<file path="config.mk">
export PLATFORM = sky130hd
export DESIGN_NAME = virtual_axi_lite_stimulation
export DESIGN_NICKNAME = d
export VERILOG_FILES = /design/src/rtl/virtual_axi_lite_stimulation.sv
export SDC_FILE = /design/constraint.sdc
export NUM_CORES = 1
export LEC_CHECK = 0
export ABC_CLOCK_PERIOD_IN_PS = 3400
export CAP_MARGIN = 20
export CORE_MARGIN = 5
export CORE_UTILIZATION = 33
export DETAILED_ROUTE_END_ITERATION = 8
export PLACE_DENSITY = 0.86
export SETUP_SLACK_MARGIN = 0.1
export SYNTH_ARGS = -nofsm -noshare
export SYNTH_HDL_FRONTEND = slang
export SYNTH_SLANG_ARGS = --single-unit
</file>
<file path="constraint.sdc">
create_clock -name S_LITE_AXI_ACLK -period 3.4 [get_ports S_LITE_AXI_ACLK]
set_input_delay 0.85 -clock S_LITE_AXI_ACLK [delete_from_list [all_inputs] [get_ports S_LITE_AXI_ACLK]]
set_output_delay 0.85 -clock S_LITE_AXI_ACLK [all_outputs]
set_load 0.05 [all_outputs]
</file>
<file path="src/rtl/virtual_axi_lite_stimulation.sv">
// Purpose    : AXI4-Lite master that writes a short burst of Paillier-core command words
//              into a register file and, optionally, reads each word back to check it.
// Latency    : start edge seen 2 cycles after INIT_AXI_TXN rises; first AWVALID 1 cycle later;
//              each write/read costs handshake time plus 1 turnaround cycle.
// Backpressure: every valid holds (payload frozen) until its ready is sampled; one
//              transaction in flight at a time; BREADY/RREADY are single-cycle replies.
// Ports      : S_LITE_AXI_ACLK / S_LITE_AXI_ARESETN (async, active-high) clock and reset;
//              INIT_AXI_TXN start request; AW/W/B/AR/R AXI4-Lite master channels;
//              TXN_DONE one-cycle end-of-sequence pulse; ERROR sticky failure flag.
// Options    : define AXI_LITE_STIM_READBACK_EN to add the read-back phase and data compare.
module virtual_axi_lite_stimulation #(
  parameter logic [1:0]  PAILLIER_MODE              = 2'b00,
  parameter logic [31:0] C_M_START_DATA_VALUE       = 32'h8000_0000,
  parameter logic [31:0] C_M_TARGET_SLAVE_BASE_ADDR = 32'h0000_0000,
  parameter int          C_M_TRANSACTIONS_NUM       = 1
) (
  input  logic        S_LITE_AXI_ACLK,
  input  logic        S_LITE_AXI_ARESETN,
  input  logic        INIT_AXI_TXN,
  // write address channel
  output logic [31:0] AWADDR,
  output logic [2:0]  AWPROT,
  output logic        AWVALID,
  input  logic        AWREADY,
  // write data channel
  output logic [31:0] WDATA,
  output logic [3:0]  WSTRB,
  output logic        WVALID,
  input  logic        WREADY,
  // write response channel
  input  logic [1:0]  BRESP,
  input  logic        BVALID,
  output logic        BREADY,
  // read address channel
  output logic [31:0] ARADDR,
  output logic [2:0]  ARPROT,
  output logic        ARVALID,
  input  logic        ARREADY,
  // read data channel
  input  logic [31:0] RDATA,
  input  logic [1:0]  RRESP,
  input  logic        RVALID,
  output logic        RREADY,
  // status
  output logic        TXN_DONE,
  output logic        ERROR
);

  localparam logic [1:0] ST_IDLE  = 2'd0;
  localparam logic [1:0] ST_WRITE = 2'd1;
  localparam logic [1:0] ST_READ  = 2'd2;
  localparam logic [1:0] ST_DONE  = 2'd3;

  // Index of the final transaction; the counter is wide enough for 16 entries.
  localparam logic [4:0] LAST_IDX = 5'(C_M_TRANSACTIONS_NUM - 1);

  // ---------------------------------------------------------------------------
  // State
  // ---------------------------------------------------------------------------
  logic [1:0]  state_q,    state_d;
  logic        init_q;      // INIT_AXI_TXN registered
  logic        init_dly_q;  // previous value of init_q, for edge detection
  logic [4:0]  idx_q,      idx_d;
  logic        error_q,    error_d;

  logic        wr_busy_q,  wr_busy_d;
  logic        awvalid_q,  awvalid_d;
  logic        wvalid_q,   wvalid_d;
  logic        bready_q,   bready_d;
  logic [31:0] awaddr_q,   awaddr_d;
  logic [31:0] wdata_q,    wdata_d;

  logic        start_edge;
  logic        b_hs;
  logic [31:0] txn_addr;
  logic [31:0] txn_data;

  assign start_edge = init_q & ~init_dly_q;
  assign b_hs       = BVALID & bready_q;

  // Register offset advances one 32-bit word per transaction.
  assign txn_addr = C_M_TARGET_SLAVE_BASE_ADDR + {25'd0, idx_q, 2'b00};

  // The low two bits of every command word carry the Paillier operation, so the
  // running count is masked there and the mode is inserted in its place.
  assign txn_data = ((C_M_START_DATA_VALUE + {27'd0, idx_q}) & 32'hFFFF_FFFC)
                  | {30'd0, PAILLIER_MODE};

`ifdef AXI_LITE_STIM_READBACK_EN
  logic        rd_busy_q,  rd_busy_d;
  logic        arvalid_q,  arvalid_d;
  logic        rready_q,   rready_d;
  logic [31:0] araddr_q,   araddr_d;
  logic [31:0] rexp_q,     rexp_d;    // value written to the address being read
  logic        r_hs;

  assign r_hs = RVALID & rready_q;
`else
  // Read channel inputs are not observed when read-back is compiled out.
  logic unused_rd_inputs;
  assign unused_rd_inputs = ^{ARREADY, RVALID, RRESP, RDATA};
`endif

  // ---------------------------------------------------------------------------
  // Next-state logic
  // ---------------------------------------------------------------------------
  always_comb begin
    state_d   = state_q;
    idx_d     = idx_q;
    error_d   = error_q;
    wr_busy_d = wr_busy_q;
    awvalid_d = awvalid_q;
    wvalid_d  = wvalid_q;
    bready_d  = 1'b0;           // ready replies never stretch beyond one cycle
    awaddr_d  = awaddr_q;
    wdata_d   = wdata_q;
`ifdef AXI_LITE_STIM_READBACK_EN
    rd_busy_d = rd_busy_q;
    arvalid_d = arvalid_q;
    rready_d  = 1'b0;
    araddr_d  = araddr_q;
    rexp_d    = rexp_q;
`endif

    case (state_q)
      ST_IDLE: begin
        if (start_edge) begin
          state_d   = ST_WRITE;
          idx_d     = 5'd0;
          error_d   = 1'b0;
          wr_busy_d = 1'b0;
        end
      end

      ST_WRITE: begin
        if (!wr_busy_q) begin
          // Address and data launch together and stay frozen until accepted.
          awvalid_d = 1'b1;
          wvalid_d  = 1'b1;
          awaddr_d  = txn_addr;
          wdata_d   = txn_data;
          wr_busy_d = 1'b1;
        end else begin
          if (awvalid_q && AWREADY) awvalid_d = 1'b0;
          if (wvalid_q && WREADY)   wvalid_d  = 1'b0;
          // Pulse BREADY once per response; the handshake completes on the
          // following edge while BVALID is still held by the slave.
          bready_d = BVALID & ~bready_q;
          if (b_hs) begin
            wr_busy_d = 1'b0;
            if (BRESP != 2'b00) error_d = 1'b1;
            if (idx_q == LAST_IDX) begin
              idx_d = 5'd0;
`ifdef AXI_LITE_STIM_READBACK_EN
              state_d   = ST_READ;
              rd_busy_d = 1'b0;
`else
              state_d = ST_DONE;
`endif
            end else begin
              idx_d = idx_q + 5'd1;
            end
          end
        end
      end

      ST_READ: begin
`ifdef AXI_LITE_STIM_READBACK_EN
        if (!rd_busy_q) begin
          arvalid_d = 1'b1;
          araddr_d  = txn_addr;
          rexp_d    = txn_data;
          rd_busy_d = 1'b1;
        end else begin
          if (arvalid_q && ARREADY) arvalid_d = 1'b0;
          rready_d = RVALID & ~rready_q;
          if (r_hs) begin
            rd_busy_d = 1'b0;
            if ((RRESP != 2'b00) || (RDATA != rexp_q)) error_d = 1'b1;
            if (idx_q == LAST_IDX) begin
              idx_d   = 5'd0;
              state_d = ST_DONE;
            end else begin
              idx_d = idx_q + 5'd1;
            end
          end
        end
`else
        // Not reachable without read-back; fall through to completion.
        state_d = ST_DONE;
`endif
      end

      ST_DONE: begin
        state_d = ST_IDLE;
      end

      default: begin
        state_d = ST_IDLE;
      end
    endcase
  end

  // ---------------------------------------------------------------------------
  // Registers
  // ---------------------------------------------------------------------------
  always_ff @(posedge S_LITE_AXI_ACLK or posedge S_LITE_AXI_ARESETN) begin
    if (S_LITE_AXI_ARESETN) begin
      state_q    <= ST_IDLE;
      init_q     <= 1'b0;
      init_dly_q <= 1'b0;
      idx_q      <= 5'd0;
      error_q    <= 1'b0;
      wr_busy_q  <= 1'b0;
      awvalid_q  <= 1'b0;
      wvalid_q   <= 1'b0;
      bready_q   <= 1'b0;
      awaddr_q   <= 32'd0;
      wdata_q    <= 32'd0;
    end else begin
      state_q    <= state_d;
      init_q     <= INIT_AXI_TXN;
      init_dly_q <= init_q;
      idx_q      <= idx_d;
      error_q    <= error_d;
      wr_busy_q  <= wr_busy_d;
      awvalid_q  <= awvalid_d;
      wvalid_q   <= wvalid_d;
      bready_q   <= bready_d;
      awaddr_q   <= awaddr_d;
      wdata_q    <= wdata_d;
    end
  end

`ifdef AXI_LITE_STIM_READBACK_EN
  always_ff @(posedge S_LITE_AXI_ACLK or posedge S_LITE_AXI_ARESETN) begin
    if (S_LITE_AXI_ARESETN) begin
      rd_busy_q <= 1'b0;
      arvalid_q <= 1'b0;
      rready_q  <= 1'b0;
      araddr_q  <= 32'd0;
      rexp_q    <= 32'd0;
    end else begin
      rd_busy_q <= rd_busy_d;
      arvalid_q <= arvalid_d;
      rready_q  <= rready_d;
      araddr_q  <= araddr_d;
      rexp_q    <= rexp_d;
    end
  end

  assign ARADDR  = araddr_q;
  assign ARVALID = arvalid_q;
  assign RREADY  = rready_q;
`else
  assign ARADDR  = 32'd0;
  assign ARVALID = 1'b0;
  assign RREADY  = 1'b0;
`endif

  // ---------------------------------------------------------------------------
  // Outputs
  // ---------------------------------------------------------------------------
  assign AWADDR   = awaddr_q;
  assign AWPROT   = 3'b000;
  assign AWVALID  = awvalid_q;
  assign WDATA    = wdata_q;
  assign WSTRB    = 4'hF;
  assign WVALID   = wvalid_q;
  assign BREADY   = bready_q;
  assign ARPROT   = 3'b000;
  assign TXN_DONE = (state_q == ST_DONE);
  assign ERROR    = error_q;

endmodule

</file>
-- Word level (Yosys, flattened, before mapping)
Cells that the tools add are included.
- multiplexer cells: 24
- $add $sub $neg: 2
- divide/modulo/power cells: 0
- $lt $le $gt $ge: 0
- bitwise operators: 6
- eq/ne operators: 10
- multipliers: 0
- shift operators: 0
- reduce and logical (&&, ||, !) cells: 13
- operators with widths (kind ; count):
    32-bit by 5-bit adder with 32-bit output (first input constant) ; 1
    5-bit two-way mux ; 4
    1-bit two-way mux ; 12
    2-bit != test (second input constant) ; 5
    5-bit case mux with 2 select lines ; 1
    2-bit two-way mux ; 4
    2-bit case mux with 4 select lines ; 1
    2-bit AND reduction ; 4
    4-bit AND reduction ; 2
    5-bit by 1-bit adder with 5-bit output (second input constant) ; 1
    5-bit zero test ; 1
    5-bit AND reduction ; 1
    2-bit equality test (second input constant) ; 2
    2-bit by 1-bit != test with 1-bit output (second input constant) ; 2
    1-bit case mux with 2 select lines ; 2
    2-bit nonzero test ; 2
    1-bit AND ; 3
    1-bit inverter ; 3
    2-bit by 1-bit equality test with 1-bit output (second input constant) ; 1
    1-bit logical AND ; 2
    2-bit zero test ; 1
- output and inout port bits: 113
- input bits: 44
- bits in registers: 49
- memories: 0
- RAM bits: 0
- bits in read-only memories: 0
- word-level logic and storage cells: 66
- bits in latches: 0

-- Depth between registers and ports, before layout
- depth after elaboration: 5
- gate-level depth with buffers: 7

-- Worst setup path after synthesis
No wires, ideal clock.
- path kind: flip-flop to output port
- start point: register, netlist name AWADDR[5]
- end point: output WDATA[3]
- required time: 2.550 ns
- slack: 1.647 ns
- arrival time: 0.903 ns
- cell stages (with the launch flop): 2
- path through: dfrtp_1 buf_4
- RTL lines (element ; RTL line ; RTL):
    end: declaration ; 26 ; output logic [31:0] WDATA,

-- Worst setup path after layout
- start point: register state_q[0]
- end point: output TXN_DONE
- word-level cells in the longest chain between the ends: 1
- ends and longest elaborated chain (element ; RTL line ; RTL):
    start: declaration ; 60 ; logic [1:0] state_q, state_d;
    start signal: assignment ; 221 ; state_q <= state_d;
    2-bit equality test ; 272 ; assign TXN_DONE = (state_q == ST_DONE);
    end: declaration ; 45 ; output logic TXN_DONE,
Every way passes these cells.

==> flow_summary_export.csv <==
group,metric,value,unit
status,outcome,"finished clean",
logic_synthesis,synthDistinctLibCells,22,
pwr,leakage,0.854,nW
logic_synthesis,synthTopCellsByCount,"103 x buf_4, 20 x dfrtp_1, 16 x nand2_1, 8 x nand2b_1, 8 x o21ai_1",
sta,tightest_slew,0.768,ns
critical_path,startpoint_type,"flip-flop",
logic_synthesis,synthCells,194,
clock_network,cts_made_buffers,3,
floorplan,dieWidth,81.4,um
placement,dp_hpwl,2250,um
sta,fin_tns_setup,0,ns
critical_path,crit_type,"flip-flop to output pin",
clock_network,clockBufferDepth,2,
clock_network,cts_resized,0,
logic_synthesis,synth.top_cell.area_share,0.460,
detailed_routing,ant_nets,0,
hold_path,min_path_cells,0,
clock_network,cts_hold_buf,0,
hold_path,hold_start,"init_q$_DFF_PP0_",
global_routing,grt_max_degree,21,
sta,setup_viol,0,
critical_path,reg2reg_slack,1.42,ns
detailed_routing,drc,0,
critical_path,cp.arrival,1.63,ns
floorplan,core,0.00504,mm2
detailed_routing,wl,2660,um
detailed_routing,vias_per_cell,3.35,
global_routing,first_global_vias,828,
floorplan,initial_core_util,0.333,
critical_path,critPathSlowestCell,"clkdlybuf4s50_1",
critical_path,reg2reg_from,"state_q[1]$_DFFE_PP0P_",
final_layout,layout-drive-gt1-share,0.0283,
critical_path,crit_path_end_kind,"output pin",
pwr,power,1.30,mW
floorplan,io_pins,157,
final_layout,fillers,539,
critical_path,worstPathMaxFanout,4,
clock_network,h-tree-depth,1,
floorplan,rows,26,
sta,hold_viol_final,0,
logic_synthesis,yosysTopAreaCell,"buf_4",
final_layout,regArea,500,um2
clock_network,clockRootBuffer,"clkbuf_8",
logic_synthesis,synth_warnings,0,
hold_path,hold_class,"flip-flop to flip-flop",
sta,period_share,0.729,
critical_path,r2r-end,"state_q[1]$_DFFE_PP0P_",
placement,portBuffers,21,
job,cap_violations,0,
global_routing,track_usage,0.0729,
logic_synthesis,synth.most_common_cell,"buf_4",
detailed_routing,wire_per_inst,9.44,um
logic_synthesis,syn_area,0.00168,mm2
logic_synthesis,ys_seq_elements,20,
sta,relSlewSlack,0.488,
floorplan,die_y,81.4,um
final_layout,synthToLayoutAreaGrowth,-2.60,%
floorplan,dieArea,0.00662,mm2
clock_network,clock_sink_count,20,
final_layout,nets,263,
detailed_routing,vias,946,
critical_path,r2r_cells,6,
final_layout,antenna_cells,0,
detailed_routing,drt_pass1_iterations,4,
global_routing,antenna_found_initial,0,
sta,slew_viol_final,0,
clock_network,cts_tree,"done",
placement,gp_congestion,0.745,
critical_path,crit_required,2.55,ns
sta,rsz0062_at_grt,"no",
sta,period_minus_slack,2.48,ns
critical_path,path_cells,"ha_1 -> clkdlybuf4s50_1",
logic_synthesis,synth_flop_cell,"dfrtp_1",
critical_path,critPathMaxStageDelay,0.81,ns
pwr,peakVddDrop,272,uV
clock_network,post_cts_buffers,0,
logic_synthesis,synth_edf_count,0,
final_layout,multi_input_area,738,um2
sta,worst_clock_skew,0.00533,ns
logic_synthesis,async_reset_ff_frac,1.00,
logic_synthesis,seq_area_frac_synth,0.298,
pwr,p_per_area,796,mW/mm2
logic_synthesis,synth.avg_cell_area,8.67,um2
global_routing,grt_pass1_wl,3700,um
clock_network,path_clk_slew,0.07,ns
logic_synthesis,yosys-top-cells-area,"buf_4 46%, dfrtp_1 30%, ha_1 4.5%",
detailed_routing,first_iter_violations,70,
sta,hold_ws,0.409,ns
hold_path,holdPathEnd,"init_dly_q$_DFF_PP0_",
sta,fmax,404,MHz
clock_network,clk_latency,0.26,ns
global_routing,grt.overflow.total,0,
==> power breakdown <==
group	internal (mW)	switching [mW]	total, mW
clock network	0.157	0.0775	0.235
logic	0.172	0.550	0.722
registers	0.300	0.0481	0.348
total	0.628	0.676	1.30
==> flip-flops by register name, indices dropped and copies added (netlist names) <==
signal	cells
AWADDR	4
state_q	2
WDATA	2
wr_busy_q	1
init_q	1
WVALID	1
init_dly_q	1
idx_q	5
BREADY	1
ERROR	1
AWVALID	1
==> worst max-delay path: cells and delay by family (launching register included) <==
| kind | cells | cell delay [ns] |
|---|---|---|
| buffers and inverters | 1 | 0.81 |
| flip-flops | 1 | 0.40 |
| adder cells (fa/ha/maj) | 1 | 0.17 |
==> routing by layer <==
| metal | track usage | share of wire | up-vias |
|---|---|---|---|
| li1 | - | - | 445 |
| met3 | 0.0388 | 0.15 | 2 |
| met2 | 0.129 | 0.55 | 63 |
| met4 | 0.0169 | 0.0030 | 0 |
| met5 | 0 | 0 | - |
| met1 | 0.0749 | 0.30 | 436 |
==> final cells by class <==
| cell class | instances | area share |
|---|---|---|
| Multi-Input combinational cell | 159 | 0.451 |
| Tap cell | 70 | 0.0535 |
| Clock buffer | 3 | 0.0252 |
| Clock inverter | 1 | 0.0183 |
| Timing Repair Buffer | 21 | 0.128 |
| Sequential cell | 20 | 0.306 |
| Inverter | 8 | 0.0183 |
==> per-stage QoR <==
stage                util  std cells  cell area [um2]  setup WS, ns
detailed placement  0.311        278             1570          1.13
global route        0.325        282             1640         0.864
CTS                 0.325        282             1640         0.890
floorplan               -        291             2050          1.65
global placement    0.311        278             1570          1.15
finish              0.325        282             1640         0.923
==> worst max-delay path by stage <==
| stage | startpoint | end | slack, ns | cells after the start |
|---|---|---|---|---|
| floorplan | AWADDR[5]$_DFFE_PP0P_ | WDATA[3] | 1.65 | 1 |
| global placement | BVALID | state_q[1]$_DFFE_PP0P_ | 1.15 | 4 |
| detailed placement | BVALID | state_q[1]$_DFFE_PP0P_ | 1.13 | 4 |
| CTS | state_q[0]$_DFFE_PP0P_ | TXN_DONE | 0.89 | 2 |
| global route | state_q[0]$_DFFE_PP0P_ | TXN_DONE | 0.86 | 2 |
| finish | state_q[0]$_DFFE_PP0P_ | TXN_DONE | 0.92 | 2 |
==> cell families (layout without fill, tap and decap cells) <==
kind of cell / Yosys count / in the layout / share of synthesized area
AND/OR/NAND/NOR: 35 / 35 / 0.0967
multiplexers: 3 / 3 / 0.0193
adder cells (fa/ha/maj): 6 / 6 / 0.0446
other: 2 / 99 / 0.00447
flip-flops: 20 / 20 / 0.298
buffers and inverters: 112 / 33 / 0.480
AO/OA/AOI/OAI: 16 / 16 / 0.0573
==> cells in the final DEF, fill, tap and decap left out, types with 2 or more instances in the layout <==
cell type	n
clkdlybuf4s50_1	21
clkbuf_8	3
ha_1	6
inv_1	6
inv_2	2
o22ai_1	2
mux2_1	2
nor2_1	4
conb_1	99
nand2_1	16
dfrtp_1	20
nand2b_1	8
o21ai_1	8
nand3_1	5
a21oi_1	2
Note: power is estimated with default switching activity, not from simulation.
